**src/rtl/hd_text_sequencer_pkg.sv**
```systemverilog
// Shared types and constants for the HD text sequencer: FSM states, ASCII
// landmarks and the letter code reserved for the space character.
package hd_pkg;

  typedef enum logic [2:0] {
    IDLE,
    FEED,
    FLUSH,
    START,
    COUNT,
    SETTLE,
    WAIT,
    RESULT
  } state_e;

  localparam logic [7:0] ASCII_SPACE = 8'd32;
  localparam logic [7:0] ASCII_A     = 8'd97;
  localparam logic [7:0] ASCII_Z     = 8'd122;

  // Space takes the last slot of the letter alphabet.
  function automatic logic [4:0] space_code(input int unsigned maxletters);
    return 5'(maxletters - 1);
  endfunction

endpackage

```
**src/rtl/hd_text_sequencer_char_map.sv**
```systemverilog
// Combinational ASCII-to-letter-code mapper: 'a'..'z' -> 0..25, space -> the
// reserved space code, anything else flagged as unknown.
module hd_char_map
  import hd_pkg::*;
#(
  parameter int MAXLETTERS = 27
) (
  input  logic [7:0] char_data,
  output logic [4:0] code,
  output logic       known
);

  always_comb begin
    code  = '0;
    known = 1'b0;
    if (char_data >= ASCII_A && char_data <= ASCII_Z) begin
      code  = 5'(char_data - ASCII_A);
      known = 1'b1;
    end else if (char_data == ASCII_SPACE) begin
      code  = space_code(MAXLETTERS);
      known = 1'b1;
    end
  end

endmodule

```
**src/rtl/hd_text_sequencer.sv**
```systemverilog
// Drives one full hyperdimensional_module query per incoming text: letter
// feed, textDone, similarity sweep, argmax, then returns the winning ID.
module hd_text_sequencer
  import hd_pkg::*;
#(
  parameter int N           = 10000,
  parameter int PRECISION   = $clog2(N),
  parameter int MAXLETTERS  = 27,
  parameter int NUMLANG     = 22,
  parameter int LOG_NUMLANG = $clog2(NUMLANG),
  parameter int TIMEOUT     = 1024
) (
  input  logic                   clk,
  input  logic                   rst,
  input  logic                   char_valid,
  input  logic [7:0]             char_data,
  input  logic                   char_last,
  output logic                   char_ready,
  output logic                   letterReady,
  output logic [4:0]             inputLetter,
  output logic                   textDone,
  output logic                   rst_RI,
  output logic                   computeAngle,
  output logic [PRECISION-1:0]   index,
  output logic                   argmax,
  input  logic                   done,
  input  logic [LOG_NUMLANG-1:0] bestMatchID,
  output logic                   result_valid,
  output logic [LOG_NUMLANG-1:0] result_id,
  output logic                   result_err,
  input  logic                   result_ready,
  output logic [15:0]            unknown_count
);

  localparam int TW = $clog2(TIMEOUT + 1);

  function automatic logic [15:0] sat_inc16(input logic [15:0] v);
    return (v == 16'hFFFF) ? v : v + 16'd1;
  endfunction

  state_e                 state_q, state_d;
  logic                   char_ready_q, char_ready_d;
  logic                   letter_ready_q, letter_ready_d;
  logic [4:0]             input_letter_q, input_letter_d;
  logic                   text_done_q, text_done_d;
  logic                   rst_ri_q, rst_ri_d;
  logic                   compute_angle_q, compute_angle_d;
  logic [PRECISION-1:0]   index_q, index_d;
  logic                   argmax_q, argmax_d;
  logic                   result_valid_q, result_valid_d;
  logic [LOG_NUMLANG-1:0] result_id_q, result_id_d;
  logic                   result_err_q, result_err_d;
  logic [15:0]            unknown_q, unknown_d;
  logic                   settle_q, settle_d;
  logic [TW-1:0]          wait_q, wait_d;

  logic [4:0] map_code;
  logic       map_known;
  logic       accept;

  hd_char_map #(.MAXLETTERS(MAXLETTERS)) u_map (
    .char_data (char_data),
    .code      (map_code),
    .known     (map_known)
  );

  assign accept = char_valid & char_ready_q;

  always_comb begin
    state_d         = state_q;
    letter_ready_d  = 1'b0;
    input_letter_d  = input_letter_q;
    text_done_d     = 1'b0;
    compute_angle_d = 1'b0;
    index_d         = index_q;
    argmax_d        = argmax_q;
    rst_ri_d        = rst_ri_q;
    result_valid_d  = result_valid_q;
    result_id_d     = result_id_q;
    result_err_d    = result_err_q;
    unknown_d       = unknown_q;
    settle_d        = settle_q;
    wait_d          = wait_q;

    case (state_q)
      IDLE: begin
        rst_ri_d = 1'b0;
        if (accept) begin
          rst_ri_d  = 1'b1;
          unknown_d = map_known ? 16'd0 : 16'd1;
          if (map_known) begin
            letter_ready_d = 1'b1;
            input_letter_d = map_code;
          end
          state_d = char_last ? FLUSH : FEED;
        end
      end
      FEED: begin
        if (accept) begin
          if (map_known) begin
            letter_ready_d = 1'b1;
            input_letter_d = map_code;
          end else begin
            unknown_d = sat_inc16(unknown_q);
          end
          if (char_last) state_d = FLUSH;
        end
      end
      FLUSH: begin
        text_done_d = 1'b1;
        state_d     = START;
      end
      START: begin
        compute_angle_d = 1'b1;
        index_d         = '0;
        state_d         = COUNT;
      end
      COUNT: begin
        // Index parks at N-1; argmax is raised first, the state moves on a cycle later.
        if (index_q == PRECISION'(N - 1)) begin
          argmax_d = 1'b1;
          if (argmax_q) begin
            settle_d = 1'b0;
            state_d  = SETTLE;
          end
        end else begin
          index_d = index_q + PRECISION'(1);
        end
      end
      SETTLE: begin
        if (settle_q) begin
          wait_d  = '0;
          state_d = WAIT;
        end else begin
          settle_d = 1'b1;
        end
      end
      WAIT: begin
        if (done) begin
          result_id_d    = bestMatchID;
          result_err_d   = 1'b0;
          argmax_d       = 1'b0;
          result_valid_d = 1'b1;
          state_d        = RESULT;
        end else if (wait_q == TW'(TIMEOUT - 1)) begin
          result_id_d    = '0;
          result_err_d   = 1'b1;
          argmax_d       = 1'b0;
          result_valid_d = 1'b1;
          state_d        = RESULT;
        end else begin
          wait_d = wait_q + TW'(1);
        end
      end
      RESULT: begin
        if (result_ready) begin
          result_valid_d = 1'b0;
          rst_ri_d       = 1'b0;
          state_d        = IDLE;
        end
      end
      default: state_d = IDLE;
    endcase

    char_ready_d = (state_d == IDLE) || (state_d == FEED);
  end

  always_ff @(posedge clk) begin
    if (!rst) begin
      state_q         <= IDLE;
      char_ready_q    <= 1'b0;
      letter_ready_q  <= 1'b0;
      input_letter_q  <= '0;
      text_done_q     <= 1'b0;
      rst_ri_q        <= 1'b0;
      compute_angle_q <= 1'b0;
      index_q         <= '0;
      argmax_q        <= 1'b0;
      result_valid_q  <= 1'b0;
      result_id_q     <= '0;
      result_err_q    <= 1'b0;
      unknown_q       <= '0;
      settle_q        <= 1'b0;
      wait_q          <= '0;
    end else begin
      state_q         <= state_d;
      char_ready_q    <= char_ready_d;
      letter_ready_q  <= letter_ready_d;
      input_letter_q  <= input_letter_d;
      text_done_q     <= text_done_d;
      rst_ri_q        <= rst_ri_d;
      compute_angle_q <= compute_angle_d;
      index_q         <= index_d;
      argmax_q        <= argmax_d;
      result_valid_q  <= result_valid_d;
      result_id_q     <= result_id_d;
      result_err_q    <= result_err_d;
      unknown_q       <= unknown_d;
      settle_q        <= settle_d;
      wait_q          <= wait_d;
    end
  end

  assign char_ready    = char_ready_q;
  assign letterReady   = letter_ready_q;
  assign inputLetter   = input_letter_q;
  assign textDone      = text_done_q;
  assign rst_RI        = rst_ri_q;
  assign computeAngle  = compute_angle_q;
  assign index         = index_q;
  assign argmax        = argmax_q;
  assign result_valid  = result_valid_q;
  assign result_id     = result_id_q;
  assign result_err    = result_err_q;
  assign unknown_count = unknown_q;

endmodule

```
**config.mk**
```make
export PLATFORM = sky130hd
export DESIGN_NAME = hd_text_sequencer
export DESIGN_NICKNAME = d
export VERILOG_FILES = /design/src/rtl/hd_text_sequencer_pkg.sv /design/src/rtl/hd_text_sequencer_char_map.sv /design/src/rtl/hd_text_sequencer.sv
export SDC_FILE = /design/constraint.sdc
export NUM_CORES = 1
export LEC_CHECK = 0
export CAP_MARGIN = 30
export CORE_UTILIZATION = 46
export DETAILED_ROUTE_END_ITERATION = 16
export GPL_TIMING_DRIVEN = 0
export PLACE_DENSITY = 0.76
export SLEW_MARGIN = 10
export SYNTH_ARGS = -nofsm -noshare
export SYNTH_HDL_FRONTEND = slang
export SYNTH_SLANG_ARGS = --single-unit
```
**constraint.sdc**
```tcl
create_clock -name clk -period 2.1 [get_ports clk]
set_input_delay 0.315 -clock clk [delete_from_list [all_inputs] [get_ports clk]]
set_output_delay 0.315 -clock clk [all_outputs]
set_load 0.02 [all_outputs]
```
==> impl_metrics.yaml <==
worst_setup_path:
  cp_max_fo: 10
  crit_buf_inv: 3
  worstSetupEndpointType: "flip-flop"
  crit_slowest_cell: "nor3b_1"
  max_stage_delay_ns: 0.49
  cp_cell_sequence: "buf_2 > nor3b_1 > and4_4 > buf_6 > clkbuf_8 > o21ai_0 > a21oi_1"
  crit_path_start_kind: "flip-flop"
  crit_arrival_ns: 2.32
  cpLargestDelayFamily: "simple AND/OR/NAND/NOR gates"
  crit_type: "flip-flop to flip-flop"
  required_ns: 2.37
clock_network:
  cts.sinks: 63
  hold_buffers: 0
  clockBufferDepth: 2
  cts_made_buffers: 9
  clk_latency_ns: 0.35
  clk_pin_slew_ns: 0.07
  clockRootBuffer: "clkbuf_8"
  tritoncts: "yes"
  htreeDepth: 3
global_routing:
  antenna_found_initial: 0
  grt_use_total: 0.223
  grt_pass1_wl_mm: 12.9
  grt_max_degree: 11
  gr-total-overflow: 0
  grt_pass1_vias: 2871
floorplan:
  pin_count: 67
  dieWidth_um: 85.1
  core-area_um2: 6490
  initial_utilization: 0.489
  die_area_um2: 7240
  num_rows: 29
  fp.dieH_um: 85.1
synth:
  yosysWarnings: 0
  synth_top_area_share: 0.397
  yosysSeqAreaShare: 0.397
  synth.most_common_cell: "dfxtp_1"
  synth_top_flop_cell: "dfxtp_1"
  postSynthCellCount: 367
  synthArstFlopShare: 0
  synth.avg_cell_area_um2: 8.66
  ys_ff_latch: 63
  syn_area_um2: 3180
  yosys-top-cells-area: "dfxtp_1 (40%), xor2_1 (5.2%), nor2_1 (5.0%), nand4_1 (4.9%), a21oi_1 (3.2%)"
  yosys-top-cells-count: "dfxtp_1 (63), nor2_1 (42), nand4_1 (25)"
  yosysUniqueCellTypes: 57
  yosysTopAreaCell: "dfxtp_1"
  syn-num-nets: 392
  synth_enable_flop_cells: 0
place:
  post-place-ws_ns: -0.784
  routabilityCongestion: 0.846
  portBuffers: 66
  dp_hpwl_mm: 5.77
sta:
  max_freq_ghz: 0.487
  rsz0062_at_grt: "true"
  setup_tns_ns: 0
  slew_headroom: 0.650
  setup_viol: 0
  drv_slew: 0
  worstMarginPinSlew_ns: 0.524
  period_share: 0.978
  setup_slack_ns: 0.0453
  hold-worst-slack_ns: 0.263
  period_needed_ns: 2.05
  hold_violations: 0
  skew_ns: 0.0114
final_layout:
  final_nets: 473
  num-fill-cells: 524
  multi_input_area_um2: 1850
  drive_above_1_share: 0.108
  syn2layout_area_growth_pct: 33.2
  fin_util: 0.651
  diodes: 0
  seq_area_um2: 1260
detailed_routing:
  drcViolationCount: 0
  wire_per_inst_um: 15.4
  drt-initial-drc-count: 153
  drtAntennaViolNets: 0
  vias_per_cell: 5.92
  dr.pass1.iters: 4
  wirelength_mm: 8.17
  vias: 3135
worst_hold_path:
  hold_class: "input pin to flip-flop"
pwr:
  power.density_nw_per_um2: 618
  power_mw: 2.61
  ir_drop_v: 0.000406
  leakage_nw: 1.54
job:
  max-cap-violations: 0
run_status:
  status: "finished clean"
## logic make-up after synthesis
group / count (synthesis) / share of synthesized area
XOR/XNOR: 23 / 0.0634
AND/OR/NAND/NOR: 165 / 0.290
multiplexers: 8 / 0.0260
adder cells (fa/ha/maj): 6 / 0.0236
buffers and inverters: 28 / 0.0366
AO/OA/AOI/OAI: 74 / 0.163
flip-flops: 63 / 0.397
## cells in the final DEF (no fill, tap or decap), types with 9 or more instances in the layout
cell,n
a21oi_1,20
and3_1,9
and4_1,9
clkbuf_1,9
clkbuf_8,13
clkdlybuf4s50_1,62
dfxtp_1,63
inv_1,11
nand2_1,23
nand3_1,17
nand4_1,25
nor2_1,40
o21ai_0,12
xor2_1,19
## final timing paths
path                                                 from                            end  slack [ns]  depth (start not counted)
worst min register to register  result_id[0]$_SDFFE_PN0P_      result_id[0]$_SDFFE_PN0P_        0.48                          1
worst min-delay path                         char_data[0]    inputLetter[0]$_SDFFE_PN0P_        0.26                          2
worst max register to register      state_q[0]$_SDFF_PN0_  unknown_count[1]$_SDFFE_PN0P_        0.05                          7
worst max-delay path                state_q[0]$_SDFF_PN0_  unknown_count[1]$_SDFFE_PN0P_        0.05                          7
## state kept, by name, summed over array words and instances, names as in the netlist
name,cells
unknown_count,16
index,14
wait_q,11
inputLetter,5
result_id,5
state_q,3
argmax,1
char_ready,1
computeAngle,1
letterReady,1
result_err,1
result_valid,1
rst_RI,1
settle_q,1
textDone,1
## where the power goes
group / internal [mW] / switching [mW] / total [mW]
Clock: 0.642 / 0.461 / 1.10
Combinational: 0.118 / 0.164 / 0.282
Sequential: 1.21 / 0.0188 / 1.23
Total: 1.97 / 0.643 / 2.61
## per-stage QoR
step,instances,cell area [µm²]
final,530,4230
after global placement,510,3930
after global routing,530,4230
after floorplan,367,3180
after CTS,528,4180
after detailed placement,510,3930
## routing by layer
| metal | track usage | up-vias | wire length [µm] |
|---|---|---|---|
| met4 | 0.102 | 0 | 158 |
| met1 | 0.281 | 1476 | 3650 |
| li1 | - | 1533 | - |
| met3 | 0.0350 | 15 | 468 |
| met2 | 0.375 | 111 | 3890 |
| met5 | 0 | - | 0 |
## final cells by class
cell class / count / area share
Buffer: 16 / 0.0198
Clock buffer: 13 / 0.0399
Clock inverter: 3 / 0.00946
Inverter: 12 / 0.0106
Multi-Input combinational cell: 276 / 0.436
Sequential cell: 63 / 0.298
Tap cell: 77 / 0.0228
Timing Repair Buffer: 70 / 0.163
## repair_timing
| action | CTS | global route |
|---|---|---|
| setup endpoints to repair | 19 | 35 |
| pin swaps | 1 | 2 |
| buffers inserted | 2 | 2 |
| gates resized for setup | 9 | 15 |
No activity file was read; power rests on OpenSTA's default activity.
==> RTL edit 1 (config.mk and constraints unchanged) <==
The 8 states of `state_e` get a one-hot encoding in 8 bits.
--- a/src/rtl/hd_text_sequencer_pkg.sv
+++ b/src/rtl/hd_text_sequencer_pkg.sv
@@ -2,15 +2,15 @@
 // landmarks and the letter code reserved for the space character.
 package hd_pkg;
 
-  typedef enum logic [2:0] {
-    IDLE,
-    FEED,
-    FLUSH,
-    START,
-    COUNT,
-    SETTLE,
-    WAIT,
-    RESULT
+  typedef enum logic [7:0] {
+    IDLE   = 8'b00000001,
+    FEED   = 8'b00000010,
+    FLUSH  = 8'b00000100,
+    START  = 8'b00001000,
+    COUNT  = 8'b00010000,
+    SETTLE = 8'b00100000,
+    WAIT   = 8'b01000000,
+    RESULT = 8'b10000000
   } state_e;
 
   localparam logic [7:0] ASCII_SPACE = 8'd32;
Function: no difference found for any inputs over 10 cycles, from zero or initial values and one cycle with rst low; not proved beyond that.
==> RTL edit 1 against the unedited design <==
The flow now finishes with violations (setup timing); non-clock buffer count increased by 11; critical path depth is 1 higher; sequential share of layout area decreased by 0.64 points; synthesized area up 9.3%; maximum frequency fell by 7.3%; design area grew 12%; sequential cell count up 5; first-iteration DRC count grew 5.2%; setup slack worse by 0.16 ns; routed wire length rose by 14%; cell count up 14%; clock skew fell by 0.0060 ns; largest cell class unchanged.
Power is not compared: it rests on default switching activity, and its combinational part moved more than twofold at a synthesized area within 25%.
==> RTL edit 1: results (changes against the unedited design) <==
outcome:
  status: "complete, but fails checks"
  violations: "setup timing"
sta:
  setup_ws_ns: -0.117  # -0.162 ns
  skew_ns: 0.00539  # -0.00603 ns
  fin_tns_setup_ns: -0.768  # -0.768 ns
  max-slew-margin-rel: 0.616  # -0.0339
  setup_viol: 13  # +13
placed_design:
  dpl.cell_count: 575  # +13%
  hpwlAfterDp_mm: 6.22  # +7.8%
  place_ws_ns: -0.780  # +0.00360 ns
  gp_congestion: 0.866  # +2.3%
  placed_cell_area_um2: 4280  # +8.9%
  io_buffers: 65  # -1.5%
finish:
  fillers: 651  # +24%
  drive_above_1_share: 0.168  # +0.0601
  nNetsFinal: 527  # +11%
  fin_cells: 604  # +14%
logic_synthesis:
  synth_seq_area_share: 0.392  # -0.00508
  synth.avg_cell_area_um2: 8.45  # -2.4%
  synth_nets: 437  # +11%
  synthTopCellsByArea: "dfxtp_1, nand2_1, nand3_1"
  yosys-top-cells-count: "dfxtp_1, nand2_1, nor2_1"
  synth.distinct_cells: 61  # +7.0%
global_routing:
  grt_pass1_vias: 3163  # +10%
  grtUsageTotal: 0.240  # +0.0169
routing:
  wl_met1_mm: 4.11  # +12%
  met3_length_um: 560  # +20%
  viasPerCell: 5.81  # -1.8%
  drt_iter0_drc: 161  # +5.2%
  wire_per_inst_um: 15.4  # about the same
  route.met2.wl_mm: 4.55  # +17%
setup_path:
  cp_max_fo: 5  # -5
  cp.arrival_ns: 2.50  # +0.18 ns
## RTL edit 1: cell count changes after synthesis, moves of 5 or more
cell / before / now
a21oi_1: 20 / 29
dfxtp_1: 63 / 68
nand4_1: 25 / 13
nand2b_1: 2 / 8
o2111ai_1: 2 / 8
nand3_1: 17 / 31
or4_1: 6 / 0
a2111o_1: 1 / 8
nand2_1: 23 / 44
## RTL edit 1: power by group through the flow
stage               logic, mW  registers [mW]  clock network (mW)
floorplan               0.276            1.39                   0
global placement        0.429            1.38                   0
detailed placement      0.446            1.38                   0
CTS                     0.554            1.35                1.06
global route            0.626            1.36                1.12
finish                  0.584            1.35                1.06
## RTL edit 1: routing by layer
layer	global-route usage	vias up
met1	0.294	1684
met2	0.418	129
met3	0.0554	9
met5	0	-
met4	0.0718	0
li1	-	1685
## RTL edit 1: repair_timing
item	in CTS	in global routing
buffers inserted	16	4
cloned	2	0
endpoints found under the setup margin	47	34
pin swaps	16	7
gates resized for setup	36	14
## RTL edit 1: area by class of cell
cell class | count | area share
plain buffers | 11 | 0.0114
clock buffers | 13 | 0.0315
clock inverters | 2 | 0.00741
inverters | 10 | 0.00793
multi-input cells | 315 | 0.450
flip-flops and latches | 68 | 0.292
well taps | 99 | 0.0262
repair buffers | 86 | 0.174
## RTL edit 1: cell families (layout without fill, tap and decap cells)
group,Yosys count,count (layout),synth area share
and+or+nand+nor,198,199,0.307
AOI/OAI and AO/OA,82,82,0.166
DFF,68,68,0.392
buffers and inverters,29,122,0.0382
xor gates and xnor gates,19,19,0.0479
muxes,8,8,0.0241
adders and majority gates,7,7,0.0252
## RTL edit 1: critical path, stage by stage, from the launching register on
cell	delay (ns)
dfxtp_4	0.36
nor4_4	0.25
buf_4	0.18
buf_6	0.09
nand4_1	0.12
nor3_1	0.17
or4b_4	0.53
a2111o_1	0.39
nand2_1	0.07
## RTL edit 1: path summary, 6_finish.rpt
check             cells after the start                       endpoint  slack (ns)                      start
hold reg to reg                       2      result_valid$_SDFFE_PN0P_        0.45  result_valid$_SDFFE_PN0P_
hold / removal                        3          char_ready$_SDFF_PN0_        0.41                        rst
setup / recovery                      8  unknown_count[8]$_SDFFE_PN0P_       -0.12      state_q[6]$_SDFF_PN0_
setup reg to reg                      8  unknown_count[8]$_SDFFE_PN0P_       -0.12      state_q[6]$_SDFF_PN0_
==> RTL edit 2 (same flow settings) <==
Made on the original files. `N`: 10000 -> 20000.
--- a/src/rtl/hd_text_sequencer.sv
+++ b/src/rtl/hd_text_sequencer.sv
@@ -3,7 +3,7 @@
 module hd_text_sequencer
   import hd_pkg::*;
 #(
-  parameter int N           = 10000,
+  parameter int N           = 20000,
   parameter int PRECISION   = $clog2(N),
   parameter int MAXLETTERS  = 27,
   parameter int NUMLANG     = 22,
Interface: changed (resized index); port bits go from 67 to 68. No check against the original RTL was run, so the function may have changed too.
==> RTL edit 2 against the unedited design <==
Critical path type is now in2reg; setup slack better by 0.039 ns; via count down 8.7%; design area down 2.8%; maximum frequency up 2.0%; synthesized area down 4.1%; cell count down 0.75%; routed wire length down 9.3%; count of clock-buffer cells in the layout down 2; total power down 7.6%; sequential cell count up 1; sequential share of layout area up 1.4 points.
==> RTL edit 2: results (changes against the unedited design) <==
finish:
  fillers: 541  # +3.2%
  drive_above_1_share: 0.0958  # -0.0124
  nNetsFinal: 470  # -0.63%
  fin_util: 0.644  # -0.00771
  antenna_cells: 0  # unchanged
min_path:
  hold_end: "inputLetter[0]$_SDFFE_PN0P_"
  hold_path_depth: 3  # +1
  hold_path_class: "in2reg"
  hold_start: "char_data[0]"
cts:
  ctsRootBufferMaster: "clkbuf_8"
  htreeDepth: 3  # unchanged
  cts_resized: 7  # -2
  post_cts_buffers: 2  # unchanged
  cts_buffers: 9  # unchanged
  clk_pin_slew_ns: 0.07  # about the same
placed_design:
  place_ws_ns: -0.517  # +0.266 ns
  gp_congestion: 0.848  # +0.20%
  hpwlAfterDp_mm: 5.15  # -11%
  io_buffers: 67  # +1.5%
  placed_cell_area_um2: 3810  # -3.1%
sta:
  skew_ns: 0.00574  # -0.00568 ns
  max_freq_ghz: 0.496  # +2.0%
  max-slew-margin-rel: 0.571  # -0.0792
setup_path:
  reg2reg_from: "index[12]$_SDFFE_PN0P_"
  cp.arrival_ns: 2.24  # -0.08 ns
  r2r_end: "index[5]$_SDFFE_PN0P_"
  startpoint: "char_data[5]"
  cp_max_fo: 10  # unchanged
  crit_end: "unknown_count[3]$_SDFFE_PN0P_"
  r2r_slack_ns: 0.10  # +0.05 ns
logic_synthesis:
  synth_seq_area_share: 0.421  # +0.0237
  ys.flop_type: "dfxtp_1"
  synthTopCellsByArea: "dfxtp_1, nor2_1, xor2_1"
  synth.distinct_cells: 47  # -18%
  synth_nets: 386  # -1.5%
  yosys-top-cells-count: "dfxtp_1, nor2_1, nand2_1"
  ys_warn_count: 0  # unchanged
pwr:
  leakagePower_nw: 1.51  # -1.7%
  ir_worst_vdd_v: 0.000639  # +57%
  p_sw_mw: 0.609  # -5.4%
routing:
  drt_iter0_drc: 130  # -15%
  wire_per_inst_um: 14.1  # -8.6%
  viasPerCell: 5.44  # -8.0%
global_routing:
  grt_pass1_vias: 2544  # -11%
  grtUsageTotal: 0.213  # -0.0101
  grt_max_degree: 12  # +1
  grt_pass1_wl_mm: 11.9  # -7.6%
outcome:
  status: "finished clean"
[RTL edit 2: changes by cell type after synthesis, moves of 6 or more]
cell,delta
nor3_1,+9
a21oi_1,-9
nor2_1,+19
xnor2_1,+13
or4_1,-6
[RTL edit 2: per-stage QoR]
step	cells	setup TNS (ns)	hold slack (ns)
finish	526	0	0.359
global route	526	0	0.405
CTS	522	-0.00108	0.469
detailed placement	504	-8.61	0.459
global placement	504	-7.48	0.445
floorplan	360	0	0.429
[RTL edit 2: worst max-delay path, stage by stage]
cell	delay, ns
clkdlybuf4s50_1	0.49
or4b_1	0.46
o22ai_2	0.23
nand3_2	0.16
clkbuf_4	0.24
nand2_1	0.09
xor2_1	0.20
nor2_1	0.06
[RTL edit 2: cell families after synthesis]
logic type / after synthesis / synth area share
muxes: 3 / 0.00986
DFF: 64 / 0.421
xor gates and xnor gates: 35 / 0.101
AOI/OAI and AO/OA: 49 / 0.104
buffers and inverters: 24 / 0.0329
and+or+nand+nor: 178 / 0.303
adders and majority gates: 7 / 0.0288
[RTL edit 2: layer usage]
layer / track usage / vias up / wire (um)
met1: 0.276 / 1344 / 3490
met3: 0.0716 / 10 / 366
met2: 0.332 / 63 / 3450
met4: 0.0658 / 0 / 109
met5: 0 / - / 0
li1: - / 1444 / -
[RTL edit 2: layout make-up]
cell class	count	area share
inverters	10	0.00913
clock inverters	5	0.00761
plain buffers	14	0.0164
clock buffers	11	0.0368
repair buffers	73	0.177
multi-input cells	272	0.417
well taps	77	0.0234
flip-flops and latches	64	0.312
[RTL edit 2: power groups by stage]
stage	registers (mW)	logic [mW]	clock network (mW)
global placement	1.26	0.190	0
detailed placement	1.26	0.192	0
CTS	1.24	0.197	0.991
global route	1.24	0.227	1.05
finish	1.24	0.210	0.968
floorplan	1.27	0.0957	0
